**config.mk**
```make
export PLATFORM = sky130hd
export DESIGN_NAME = mem_stage_ctrl_flat
export DESIGN_NICKNAME = d
export VERILOG_FILES = /design/src/rtl/mem_stage_ctrl_if.sv /design/src/rtl/mem_stage_ctrl.sv /design/src/flat_wrapper.sv
export SDC_FILE = /design/constraint.sdc
export NUM_CORES = 1
export LEC_CHECK = 0
export BUFFER_PORTS_ARGS = -buffer_cell sky130_fd_sc_hd__buf_4
export CAP_MARGIN = 5
export CORE_MARGIN = 3
export CORE_UTILIZATION = 31
export CTS_CLUSTER_SIZE = 28
export DETAILED_ROUTE_END_ITERATION = 12
export PLACE_DENSITY = 0.58
export SLEW_MARGIN = 5
export SYNTH_ARGS = -nofsm -noshare
export SYNTH_HDL_FRONTEND = slang
export SYNTH_SLANG_ARGS = --single-unit
```
**constraint.sdc**
```tcl
create_clock -name clk -period 2.5 [get_ports clk]
set_input_delay 0.125 -clock clk [delete_from_list [all_inputs] [get_ports clk]]
set_output_delay 0.125 -clock clk [all_outputs]
set_load 0.05 [all_outputs]
```
**src/rtl/mem_stage_ctrl_if.sv**
```systemverilog
// mem_stage_ctrl_if -- bus bundle between the pipeline, mem_stage_ctrl and the LSU.
//
// Signals (named from the controller's point of view):
//   req_*  : upstream request handshake and fields (valid/ready, we, addr, wdata, dtype, rd)
//   lsu_*  : downstream load/store unit drive (addr, data, we, dtype) and returned data
//   rsp_*  : writeback response handshake and fields (valid/ready, data, rd, is_load, err)
// Modports:
//   master : environment side (drives requests, lsu_data_i and rsp_ready_i)
//   slave  : controller side (mem_stage_ctrl)
interface mem_stage_ctrl_if #(
    parameter int DATA_WIDTH = 32,
    parameter int ADDR_WIDTH = 12
);
    logic                  req_valid_i;
    logic                  req_ready_o;
    logic                  req_we_i;
    logic [ADDR_WIDTH-1:0] req_addr_i;
    logic [DATA_WIDTH-1:0] req_wdata_i;
    logic [2:0]            req_dtype_i;
    logic [4:0]            req_rd_i;

    logic [ADDR_WIDTH-1:0] lsu_addr_o;
    logic [DATA_WIDTH-1:0] lsu_data_o;
    logic                  lsu_we_o;
    logic [2:0]            lsu_dtype_o;
    logic [DATA_WIDTH-1:0] lsu_data_i;

    logic                  rsp_valid_o;
    logic                  rsp_ready_i;
    logic [DATA_WIDTH-1:0] rsp_data_o;
    logic [4:0]            rsp_rd_o;
    logic                  rsp_is_load_o;
    logic                  rsp_err_o;

    modport master (
        output req_valid_i, req_we_i, req_addr_i, req_wdata_i, req_dtype_i, req_rd_i,
        output lsu_data_i, rsp_ready_i,
        input  req_ready_o, lsu_addr_o, lsu_data_o, lsu_we_o, lsu_dtype_o,
        input  rsp_valid_o, rsp_data_o, rsp_rd_o, rsp_is_load_o, rsp_err_o
    );

    modport slave (
        input  req_valid_i, req_we_i, req_addr_i, req_wdata_i, req_dtype_i, req_rd_i,
        input  lsu_data_i, rsp_ready_i,
        output req_ready_o, lsu_addr_o, lsu_data_o, lsu_we_o, lsu_dtype_o,
        output rsp_valid_o, rsp_data_o, rsp_rd_o, rsp_is_load_o, rsp_err_o
    );
endinterface

```
**src/rtl/mem_stage_ctrl.sv**
```systemverilog
// mem_stage_ctrl -- memory stage controller, one access in flight.
//
// Accepts a load/store request in IDLE, checks type/alignment, drives the
// LSU for one ISSUE cycle (stores strobe lsu_we_o there), waits RD_LATENCY
// cycles for load data, then presents a held response until rsp_ready_i.
// Bad requests skip the LSU and respond immediately with rsp_err_o=1.
//
// Ports:
//   clk   : rising-edge clock
//   reset : synchronous, active-high reset
//   bus   : mem_stage_ctrl_if.slave (req_*, lsu_*, rsp_* groups)
// Parameters: DATA_WIDTH, ADDR_WIDTH, RD_LATENCY (1..4).
module mem_stage_ctrl #(
    parameter int DATA_WIDTH = 32,
    parameter int ADDR_WIDTH = 12,
    parameter int RD_LATENCY = 1
) (
    input  logic                 clk,
    input  logic                 reset,
    mem_stage_ctrl_if.slave      bus
);

    typedef enum logic [1:0] {
        ST_IDLE  = 2'b00,
        ST_ISSUE = 2'b01,
        ST_WAIT  = 2'b10,
        ST_RESP  = 2'b11
    } state_t;

    // WAIT counts down from RD_LATENCY-1 to 0, giving RD_LATENCY WAIT cycles.
    localparam logic [1:0] WAIT_INIT = 2'(RD_LATENCY - 1);

    // Returns 1 for illegal type codes and misaligned halfword/word addresses.
    function automatic logic access_err(input logic [2:0] dtype, input logic [1:0] addr_lo);
        logic err;
        case (dtype)
            3'b000, 3'b011: err = 1'b0;
            3'b001, 3'b100: err = addr_lo[0];
            3'b010:         err = (addr_lo != 2'b00);
            default:        err = 1'b1;
        endcase
        return err;
    endfunction

    state_t                state_r, state_s;
    logic [1:0]            wait_cnt_r, wait_cnt_s;
    logic                  req_ready_r, req_ready_s;
    logic [ADDR_WIDTH-1:0] lsu_addr_r, lsu_addr_s;
    logic [DATA_WIDTH-1:0] lsu_data_r, lsu_data_s;
    logic [2:0]            lsu_dtype_r, lsu_dtype_s;
    logic                  lsu_we_r, lsu_we_s;
    logic                  rsp_valid_r, rsp_valid_s;
    logic [DATA_WIDTH-1:0] rsp_data_r, rsp_data_s;
    logic [4:0]            rsp_rd_r, rsp_rd_s;
    logic                  rsp_is_load_r, rsp_is_load_s;
    logic                  rsp_err_r, rsp_err_s;
    logic                  req_err_s;

    assign req_err_s = access_err(bus.req_dtype_i, bus.req_addr_i[1:0]);

    // State register.
    always_ff @(posedge clk) begin
        if (reset) begin
            state_r <= ST_IDLE;
        end else begin
            state_r <= state_s;
        end
    end

    // Next-state logic.
    always_comb begin
        state_s = state_r;
        case (state_r)
            ST_IDLE: begin
                if (bus.req_valid_i) begin
                    if (req_err_s) begin
                        state_s = ST_RESP;
                    end else begin
                        state_s = ST_ISSUE;
                    end
                end else begin
                    state_s = ST_IDLE;
                end
            end
            ST_ISSUE: begin
                if (rsp_is_load_r) begin
                    state_s = ST_WAIT;
                end else begin
                    state_s = ST_RESP;
                end
            end
            ST_WAIT: begin
                if (wait_cnt_r == 2'd0) begin
                    state_s = ST_RESP;
                end else begin
                    state_s = ST_WAIT;
                end
            end
            ST_RESP: begin
                if (bus.rsp_ready_i) begin
                    state_s = ST_IDLE;
                end else begin
                    state_s = ST_RESP;
                end
            end
            default: state_s = ST_IDLE;
        endcase
    end

    // Next values of the registered outputs; everything holds unless updated.
    always_comb begin
        wait_cnt_s    = wait_cnt_r;
        lsu_addr_s    = lsu_addr_r;
        lsu_data_s    = lsu_data_r;
        lsu_dtype_s   = lsu_dtype_r;
        rsp_data_s    = rsp_data_r;
        rsp_rd_s      = rsp_rd_r;
        rsp_is_load_s = rsp_is_load_r;
        rsp_err_s     = rsp_err_r;
        lsu_we_s      = 1'b0;
        req_ready_s   = (state_s == ST_IDLE);
        rsp_valid_s   = (state_s == ST_RESP);
        case (state_r)
            ST_IDLE: begin
                if (bus.req_valid_i) begin
                    lsu_addr_s    = bus.req_addr_i;
                    lsu_data_s    = bus.req_wdata_i;
                    lsu_dtype_s   = bus.req_dtype_i;
                    rsp_rd_s      = bus.req_rd_i;
                    rsp_is_load_s = ~bus.req_we_i;
                    rsp_err_s     = req_err_s;
                    rsp_data_s    = '0;
                    wait_cnt_s    = WAIT_INIT;
                    // The write strobe lives only in the ISSUE cycle of a legal store.
                    lsu_we_s      = bus.req_we_i & ~req_err_s;
                end else begin
                    lsu_we_s      = 1'b0;
                end
            end
            ST_WAIT: begin
                if (wait_cnt_r == 2'd0) begin
                    rsp_data_s = bus.lsu_data_i;
                end else begin
                    wait_cnt_s = wait_cnt_r - 2'd1;
                end
            end
            default: begin
                lsu_we_s = 1'b0;
            end
        endcase
    end

    // Output and datapath registers.
    always_ff @(posedge clk) begin
        if (reset) begin
            wait_cnt_r    <= 2'd0;
            req_ready_r   <= 1'b1;
            lsu_addr_r    <= '0;
            lsu_data_r    <= '0;
            lsu_dtype_r   <= 3'b000;
            lsu_we_r      <= 1'b0;
            rsp_valid_r   <= 1'b0;
            rsp_data_r    <= '0;
            rsp_rd_r      <= 5'd0;
            rsp_is_load_r <= 1'b0;
            rsp_err_r     <= 1'b0;
        end else begin
            wait_cnt_r    <= wait_cnt_s;
            req_ready_r   <= req_ready_s;
            lsu_addr_r    <= lsu_addr_s;
            lsu_data_r    <= lsu_data_s;
            lsu_dtype_r   <= lsu_dtype_s;
            lsu_we_r      <= lsu_we_s;
            rsp_valid_r   <= rsp_valid_s;
            rsp_data_r    <= rsp_data_s;
            rsp_rd_r      <= rsp_rd_s;
            rsp_is_load_r <= rsp_is_load_s;
            rsp_err_r     <= rsp_err_s;
        end
    end

    assign bus.req_ready_o   = req_ready_r;
    assign bus.lsu_addr_o    = lsu_addr_r;
    assign bus.lsu_data_o    = lsu_data_r;
    assign bus.lsu_dtype_o   = lsu_dtype_r;
    // Reset kills a pending store strobe in the very cycle it is raised.
    assign bus.lsu_we_o      = lsu_we_r & ~reset;
    assign bus.rsp_valid_o   = rsp_valid_r;
    assign bus.rsp_data_o    = rsp_data_r;
    assign bus.rsp_rd_o      = rsp_rd_r;
    assign bus.rsp_is_load_o = rsp_is_load_r;
    assign bus.rsp_err_o     = rsp_err_r;

endmodule

```
**src/flat_wrapper.sv**
```systemverilog
// flat-port wrapper written by rule: the top's interface ports become plain ports
module mem_stage_ctrl_flat 
#(
    parameter int DATA_WIDTH = 32,
    parameter int ADDR_WIDTH = 12,
    parameter int RD_LATENCY = 1
)
  (clk, reset, bus_req_valid_i, bus_req_we_i, bus_req_addr_i, bus_req_wdata_i, bus_req_dtype_i, bus_req_rd_i, bus_lsu_data_i, bus_rsp_ready_i, bus_req_ready_o, bus_lsu_addr_o, bus_lsu_data_o, bus_lsu_we_o, bus_lsu_dtype_o, bus_rsp_valid_o, bus_rsp_data_o, bus_rsp_rd_o, bus_rsp_is_load_o, bus_rsp_err_o);
  mem_stage_ctrl_if #(.DATA_WIDTH(DATA_WIDTH), .ADDR_WIDTH(ADDR_WIDTH)) bus_i ();
  input  logic clk;
  input  logic reset;
  input wire logic [$bits(bus_i.req_valid_i)-1:0] bus_req_valid_i;
  input wire logic [$bits(bus_i.req_we_i)-1:0] bus_req_we_i;
  input wire logic [$bits(bus_i.req_addr_i)-1:0] bus_req_addr_i;
  input wire logic [$bits(bus_i.req_wdata_i)-1:0] bus_req_wdata_i;
  input wire logic [$bits(bus_i.req_dtype_i)-1:0] bus_req_dtype_i;
  input wire logic [$bits(bus_i.req_rd_i)-1:0] bus_req_rd_i;
  input wire logic [$bits(bus_i.lsu_data_i)-1:0] bus_lsu_data_i;
  input wire logic [$bits(bus_i.rsp_ready_i)-1:0] bus_rsp_ready_i;
  output wire logic [$bits(bus_i.req_ready_o)-1:0] bus_req_ready_o;
  output wire logic [$bits(bus_i.lsu_addr_o)-1:0] bus_lsu_addr_o;
  output wire logic [$bits(bus_i.lsu_data_o)-1:0] bus_lsu_data_o;
  output wire logic [$bits(bus_i.lsu_we_o)-1:0] bus_lsu_we_o;
  output wire logic [$bits(bus_i.lsu_dtype_o)-1:0] bus_lsu_dtype_o;
  output wire logic [$bits(bus_i.rsp_valid_o)-1:0] bus_rsp_valid_o;
  output wire logic [$bits(bus_i.rsp_data_o)-1:0] bus_rsp_data_o;
  output wire logic [$bits(bus_i.rsp_rd_o)-1:0] bus_rsp_rd_o;
  output wire logic [$bits(bus_i.rsp_is_load_o)-1:0] bus_rsp_is_load_o;
  output wire logic [$bits(bus_i.rsp_err_o)-1:0] bus_rsp_err_o;
  assign bus_i.req_valid_i = bus_req_valid_i;
  assign bus_i.req_we_i = bus_req_we_i;
  assign bus_i.req_addr_i = bus_req_addr_i;
  assign bus_i.req_wdata_i = bus_req_wdata_i;
  assign bus_i.req_dtype_i = bus_req_dtype_i;
  assign bus_i.req_rd_i = bus_req_rd_i;
  assign bus_i.lsu_data_i = bus_lsu_data_i;
  assign bus_i.rsp_ready_i = bus_rsp_ready_i;
  assign bus_req_ready_o = bus_i.req_ready_o;
  assign bus_lsu_addr_o = bus_i.lsu_addr_o;
  assign bus_lsu_data_o = bus_i.lsu_data_o;
  assign bus_lsu_we_o = bus_i.lsu_we_o;
  assign bus_lsu_dtype_o = bus_i.lsu_dtype_o;
  assign bus_rsp_valid_o = bus_i.rsp_valid_o;
  assign bus_rsp_data_o = bus_i.rsp_data_o;
  assign bus_rsp_rd_o = bus_i.rsp_rd_o;
  assign bus_rsp_is_load_o = bus_i.rsp_is_load_o;
  assign bus_rsp_err_o = bus_i.rsp_err_o;
  mem_stage_ctrl #(.DATA_WIDTH(DATA_WIDTH), .ADDR_WIDTH(ADDR_WIDTH), .RD_LATENCY(RD_LATENCY)) u_core (.clk(clk), .reset(reset), .bus(bus_i));
endmodule
```
==> reports/metrics.yaml, run 1 <==
run_status:
  outcome: "finished, final reports clean"
sta:
  worstMarginPinSlew_ps: 611
  fin_crit_sh_pct: 70.0
  hold_viol_final: 0
  fmax_ghz: 0.571
  period_needed_ps: 1750
  worst_slack_ps: 750
  rsz0062_at_grt: "false"
  report.final.slew_viol_count: 0
  hold-worst-slack_ps: 37.6
  timing.final.setup_violations: 0
  setup_tns_ps: 0
  skew_ps: 5.73
  relSlewSlack_pct: 59.3
global_routing:
  grt_usage_pct: 16.1
  grt_pass1_wl_mm: 16.7
  grt_max_degree: 73
  grt_pass1_vias: 3371
  grt.overflow.total: 0
  antenna_found_initial: 0
worst_hold_path:
  hp-class: "input pin to flip-flop"
clock_tree:
  postCtsSetupBuffers: 0
  cts.sinks: 93
  numCtsBuffers: 9
  tritoncts: "done"
  cts_root_buf: "clkbuf_16"
  clk_latency_ps: 330
  path_clk_slew_ps: 60
  clockBufferDepth: 2
  h-tree-depth: 3
placed_design:
  port_buffers: 177
  gp_congestion: 0.730
  dp_slack_ps: 744
  hpwl_mm: 7.51
cells_and_area:
  layout_common_cells: "buf_4 (187), nand2_1 (105), dfxtp_1 (92), a21oi_1 (89)"
  layout_commonest_cell: "buf_4"
  register_area_um2: 1860
  nNetsFinal: 676
  multi_input_area_um2: 1520
  area_delta_synth_final_pct: 47.7
  diodes: 0
  fillers: 1089
  drive_gt1_share_pct: 35.2
logic_synthesis:
  synth-edff-count: 0
  synth_nets: 518
  yosys.area.top_type: "dfxtp_1"
  synth_xor_area_share_pct: 0
  ys_types: 29
  async_reset_ff_share_pct: 0
  yosys.area_share.simple_pct: 22.0
  synth-adder-area-share_pct: 0.351
  synth_area_leaders: "dfxtp_1 (52%), a21oi_1 (12%), nand2_1 (11%)"
  ys.flop_type: "dfxtp_1"
  syn_inst: 428
  synth_compound_area_share_pct: 19.7
  syn_avg_cell_area_um2: 8.34
  synth_top_area_share_pct: 52.2
  synth_top_family_by_area: "simple AND/OR/NAND/NOR gates"
  yosysWarnings: 0
  ys_seq_area_share_pct: 52.2
  ys_ff_latch: 93
  synth_mux_area_share_pct: 0.280
  syn_area_um2: 3570
setup_path:
  startpoint_type: "flip-flop"
  slowest_stage: "or3b_2"
  required_ps: 2750
  worstPathMaxFanout: 29
  arrival_ps: 2000
  slowest_delay_ps: 740
  path_class: "flip-flop to flip-flop"
  crit_path_cell_trace: "or3b_2, a2111o_1, a221oi_2"
  endpoint_kind: "flip-flop"
routing:
  drt-initial-drc-count: 188
  wl_per_cell_um: 14.7
  drc: 0
  vias_per_cell: 4.86
  firstDrtPassIters: 4
  wl_mm: 10.7
  via_count: 3554
  ant_nets: 0
floorplan:
  die_width_um: 113
  die_h_um: 113
  core_area_um2: 11000
  fp-row-count: 38
  dieArea_um2: 12800
  floorplan.initialDensity_pct: 32.4
  io_pins: 178
power:
  p_per_area_nw_per_um2: 796
  ir_worst_vdd_mv: 0.404
  p_leak_nw: 2.23
run:
  drv_cap: 0
## per-layer routing
metal  up-vias  part of all wire [%]  global-route usage (%)
li1       1789                     -                       -
met1      1647                    43                    20.0
met2       108                    47                    26.0
met3        10                   8.4                    6.42
met4         0                   1.4                    4.65
met5         -                     0                       0
## worst paths after layout
path / start / endpoint / slack, ps / cells past startpoint
setup / recovery: u_core.state_r[1]$_SDFF_PP0_ / u_core.bus.rsp_valid_o$_SDFF_PP0_ / 750 / 3
hold / removal: bus_req_wdata_i[31] / u_core.bus.lsu_data_o[31]$_SDFFE_PP0P_ / 40 / 3
setup reg to reg: u_core.state_r[1]$_SDFF_PP0_ / u_core.bus.rsp_valid_o$_SDFF_PP0_ / 750 / 3
hold reg to reg: u_core.bus.lsu_data_o[2]$_SDFFE_PP0P_ / u_core.bus.lsu_data_o[2]$_SDFFE_PP0P_ / 450 / 2
## cells by family (layout without fill, tap and decap cells)
family | count (synthesis) | count (layout)
AND/OR/NAND/NOR | 155 | 155
AO/OA/AOI/OAI | 132 | 132
flip-flops | 93 | 93
buffers and inverters | 46 | 209
adder cells (fa/ha/maj) | 1 | 1
multiplexers | 1 | 1
## critical path: cells and delay by family (launching register included)
family	cells	cell delay, ps
flip-flops	1	300
AO/OA/AOI/OAI	2	620
AND/OR/NAND/NOR	1	740
## state kept, by name (all words and copies together) (netlist names), 2 cells and up
register,count
u_core.bus.lsu_data_o,32
u_core.bus.rsp_data_o,32
u_core.bus.lsu_addr_o,12
u_core.bus.rsp_rd_o,5
u_core.bus.lsu_dtype_o,3
u_core.state_r,2
u_core.wait_cnt_r,2
## Yosys cell counts (2+ instances only)
library cell / instances
a21oi_1: 89
buf_1: 3
buf_2: 12
clkbuf_1: 25
dfxtp_1: 93
inv_1: 5
nand2_1: 105
nand2b_1: 5
nand3_1: 2
nand4b_1: 32
nor2_1: 3
o211ai_1: 4
o21ai_0: 32
or3_1: 3
## report_power, final
group,internal (W),leakage [nW],switching [W]
Clock,0.000724,0.138,0.000548
Sequential,0.00162,0.760,0.0000677
Combinational,0.000411,1.33,0.000829
## per-stage QoR
stage          instances  area [um^2]  utilization (%)  total power [W]
3_3_place_gp         714         4980             45.2          0.00295
4_1_cts              731         5270             47.8          0.00425
5_1_grt              731         5270             47.8          0.00441
6_report             731         5270             47.8          0.00420
3_5_place_dp         714         4980             45.2          0.00297
2_1_floorplan        428         3570                -          0.00255
## area by class of cell
class,instances,share of cell area [%]
Multi-Input combinational cell,289,28.9
Timing Repair Buffer,188,26.8
Clock inverter,4,0.427
Inverter,5,0.356
Tap cell,140,3.32
Clock buffer,12,4.86
Sequential cell,93,35.3
## timing repair
| action | CTS | global route |
|---|---|---|
| resized for setup | 0 | 0 |
| hold buffers | 1 | 0 |
| hold endpoints to repair | 1 | 0 |
Power figures use the tool's default switching activity.
==> inputs of run 2 (changes only) <==
==> constraint.sdc (replaced) <==
create_clock -name clk -period 1.7 [get_ports clk]
set_input_delay 0.085 -clock clk [delete_from_list [all_inputs] [get_ports clk]]
set_output_delay 0.085 -clock clk [all_outputs]
set_load 0.05 [all_outputs]
==> run 2 against run 1 <==
  * Design area increased by 7.1%
  * Critical endpoint unchanged
  * Wire length up 2.1%
  * Combinational power rose by 53%
  * Largest power group unchanged
  * Critical path depth is the same
  * Highest routed layer unchanged
==> reports/metrics.yaml, run 2 (synthesis results as in run 1) <==
cells_and_area:
  drive_gt1_share_pct: 34.2  # -0.96 points
  diodes: 0  # unchanged
  instances_no_fill: 768  # +5.1%
  fillers: 1057  # -2.9%
  register_area_um2: 1860  # unchanged
  nNetsFinal: 713  # +5.5%
  layout_common_cells: "buf_4 (194), nand2_1 (105), dfxtp_1 (92), a21oi_1 (89)"
  multi_input_area_um2: 1520  # unchanged
  layout_commonest_cell: "buf_4"
  area_delta_synth_final_pct: 58.3
placed_design:
  place_inst: 721  # +0.98%
  hpwl_mm: 7.64  # +1.7%
  port_buffers: 177  # unchanged
  gp_congestion: 0.733  # +0.37%
floorplan:
  floorplan.initialDensity_pct: 32.4  # unchanged
  fp-row-count: 38  # unchanged
  dieArea_um2: 12800  # unchanged
  core_area_um2: 11000  # unchanged
  io_pins: 178  # unchanged
  die_h_um: 113  # unchanged
  die_width_um: 113  # unchanged
sta:
  period_needed_ps: 1470  # -285 ps
  hold-worst-slack_ps: 9.28  # -28.3 ps
  timing.final.setup_violations: 0  # unchanged
  setup_tns_ps: 0  # unchanged
  relSlewSlack_pct: 75.4  # +16 points
  worstMarginPinSlew_ps: 370  # -241 ps
  hold_viol_final: 0  # unchanged
  report.final.slew_viol_count: 0  # unchanged
  fmax_ghz: 0.683  # +19%
  fin_crit_sh_pct: 86.2  # +16 points
  skew_ps: 7.38  # +1.65 ps
  rsz0062_at_grt: "false"
clock_tree:
  cts_root_buf: "clkbuf_16"
  tritoncts: "done"
  numCtsBuffers: 9  # unchanged
  clk_latency_ps: 330  # about the same
  cts.sinks: 93  # unchanged
  path_clk_slew_ps: 70  # about the same
  h-tree-depth: 3  # unchanged
  postCtsSetupBuffers: 0  # unchanged
  clockBufferDepth: 2  # unchanged
global_routing:
  grt.overflow.total: 0  # unchanged
  grt_pass1_wl_mm: 17.4  # +4.1%
  grt_max_degree: 49  # -33%
  antenna_found_initial: 0  # unchanged
  grt_pass1_vias: 3512  # +4.2%
  grt_usage_pct: 16.4  # +0.29 points
routing:
  wl_met2_mm: 5.37  # +6.6%
  via_count: 3720  # +4.7%
  drc: 0  # unchanged
  wl_met3_um: 898  # -0.66%
  wl_per_cell_um: 14.3  # -2.8%
  ant_nets: 0  # unchanged
  vias_per_cell: 4.84  # -0.37%
  wl_mm: 11.0  # +2.1%
  firstDrtPassIters: 7  # +3
  drt-initial-drc-count: 265  # +41%
  top_layer: "met4"
  met1Wirelength_mm: 4.52  # -3.0%
setup_path:
  critPathBufInv: 0  # unchanged
  r2r_setup_slack_ps: 230  # -520 ps
  worstPathMaxFanout: 5  # -83%
  required_ps: 1940  # -810 ps
  path_class: "flip-flop to flip-flop"
  slowest_delay_ps: 530  # -210 ps
  endpoint_kind: "flip-flop"
  timing.rr.end: "u_core.bus.rsp_valid_o$_SDFF_PP0_"
  startpoint_type: "flip-flop"
  rr_worst_depth: 3  # unchanged
  r2r-start: "u_core.state_r[1]$_SDFF_PP0_"
  crit_path_cell_trace: "or3b_2, a2111o_1, a221oi_2"
  slowest_stage: "or3b_2"
  arrival_ps: 1710  # -290 ps
  critPathTopFamily: "compound AO/OA/AOI/OAI gates"
power:
  comb_power_share_pct: 29.8  # +0.3 points
  seqPwrFrac_pct: 38.7  # -1.4 points
  pwr-share-clk_pct: 31.5  # +1.2 points
  ir_worst_vdd_mv: 0.476  # +18%
  p_switching_w: 0.00216  # +50%
  p_leak_nw: 2.40  # +7.4%
  p_int_w: 0.00423  # +54%
  p_per_area_nw_per_um2: 1130  # +42%
  swShare_pct: 33.8  # -0.65 points
worst_hold_path:
  holdPathStages: 3  # unchanged
  hp-class: "input pin to flip-flop"
  hold-path-endpoint: "u_core.bus.lsu_addr_o[7]$_SDFFE_PP0P_"
  hp-start: "bus_req_addr_i[7]"
run_status:
  outcome: "finished, final reports clean"
run:
  drv_cap: 0  # unchanged
## run 2: changes by cell type in the layout (fill, tap and decap cells not counted)
| cell | change |
|---|---|
| buf_4 | +7 |
| clkinv_4 | +2 |
| bufinv_16 | +1 |
| clkinv_2 | -2 |
| dlygate4sd3_1 | +30 |
| clkbuf_8 | -1 |
## run 2: worst min-delay path: stages
cell and delay, ps:
buf_4 110, nand2_1 40, a21oi_1 50
## run 2: cell type report
| cell class | instances | share of cell area, % |
|---|---|---|
| Clock buffer | 11 | 4.30 |
| Clock inverter | 5 | 1.06 |
| Inverter | 5 | 0.332 |
| Multi-Input combinational cell | 289 | 27.0 |
| Sequential cell | 93 | 33.0 |
| Tap cell | 140 | 3.10 |
| Timing Repair Buffer | 225 | 31.3 |
## run 2: worst max-delay path by stage
stage,startpoint,endpoint,cells past startpoint
after CTS,u_core.state_r[1]$_SDFF_PP0_,u_core.bus.rsp_valid_o$_SDFF_PP0_,3
after floorplan,u_core.state_r[0]$_SDFF_PP0_,u_core.bus.rsp_err_o$_SDFFE_PP0P_,5
after global placement,u_core.state_r[1]$_SDFF_PP0_,u_core.bus.rsp_valid_o$_SDFF_PP0_,3
after global routing,u_core.wait_cnt_r[0]$_SDFFE_PP0P_,u_core.bus.rsp_data_o[1]$_SDFFE_PP0P_,6
final,u_core.state_r[1]$_SDFF_PP0_,u_core.bus.rsp_valid_o$_SDFF_PP0_,3
after detailed placement,u_core.state_r[1]$_SDFF_PP0_,u_core.bus.rsp_valid_o$_SDFF_PP0_,3
## run 2: power by group through the flow
stage	logic (W)	clock network [W]	registers, W
5_1_grt	0.00204	0.00216	0.00250
2_1_floorplan	0.000586	0	0.00316
4_1_cts	0.00192	0.00209	0.00248
6_report	0.00190	0.00202	0.00248
3_5_place_dp	0.00186	0	0.00253
3_3_place_gp	0.00184	0	0.00252
## run 2: stage by stage
step	utilization [%]	worst slack, ps	cell area (um^2)	power (W)
2_1_floorplan	-	307	3570	0.00375
3_3_place_gp	45.7	276	5040	0.00436
3_5_place_dp	45.7	238	5040	0.00439
4_1_cts	51.2	226	5650	0.00649
5_1_grt	51.2	64.9	5650	0.00669
6_report	51.2	235	5650	0.00639
## run 2: metal layers
metal	vias up	global-route usage (%)
met4	0	4.89
met1	1721	19.8
met5	-	0
met3	15	4.92
li1	1864	-
met2	120	28.2
## run 2: repair_timing
item,CTS,global route
hold endpoints to repair,31,0
gates resized for setup,0,0
hold buffers,31,0
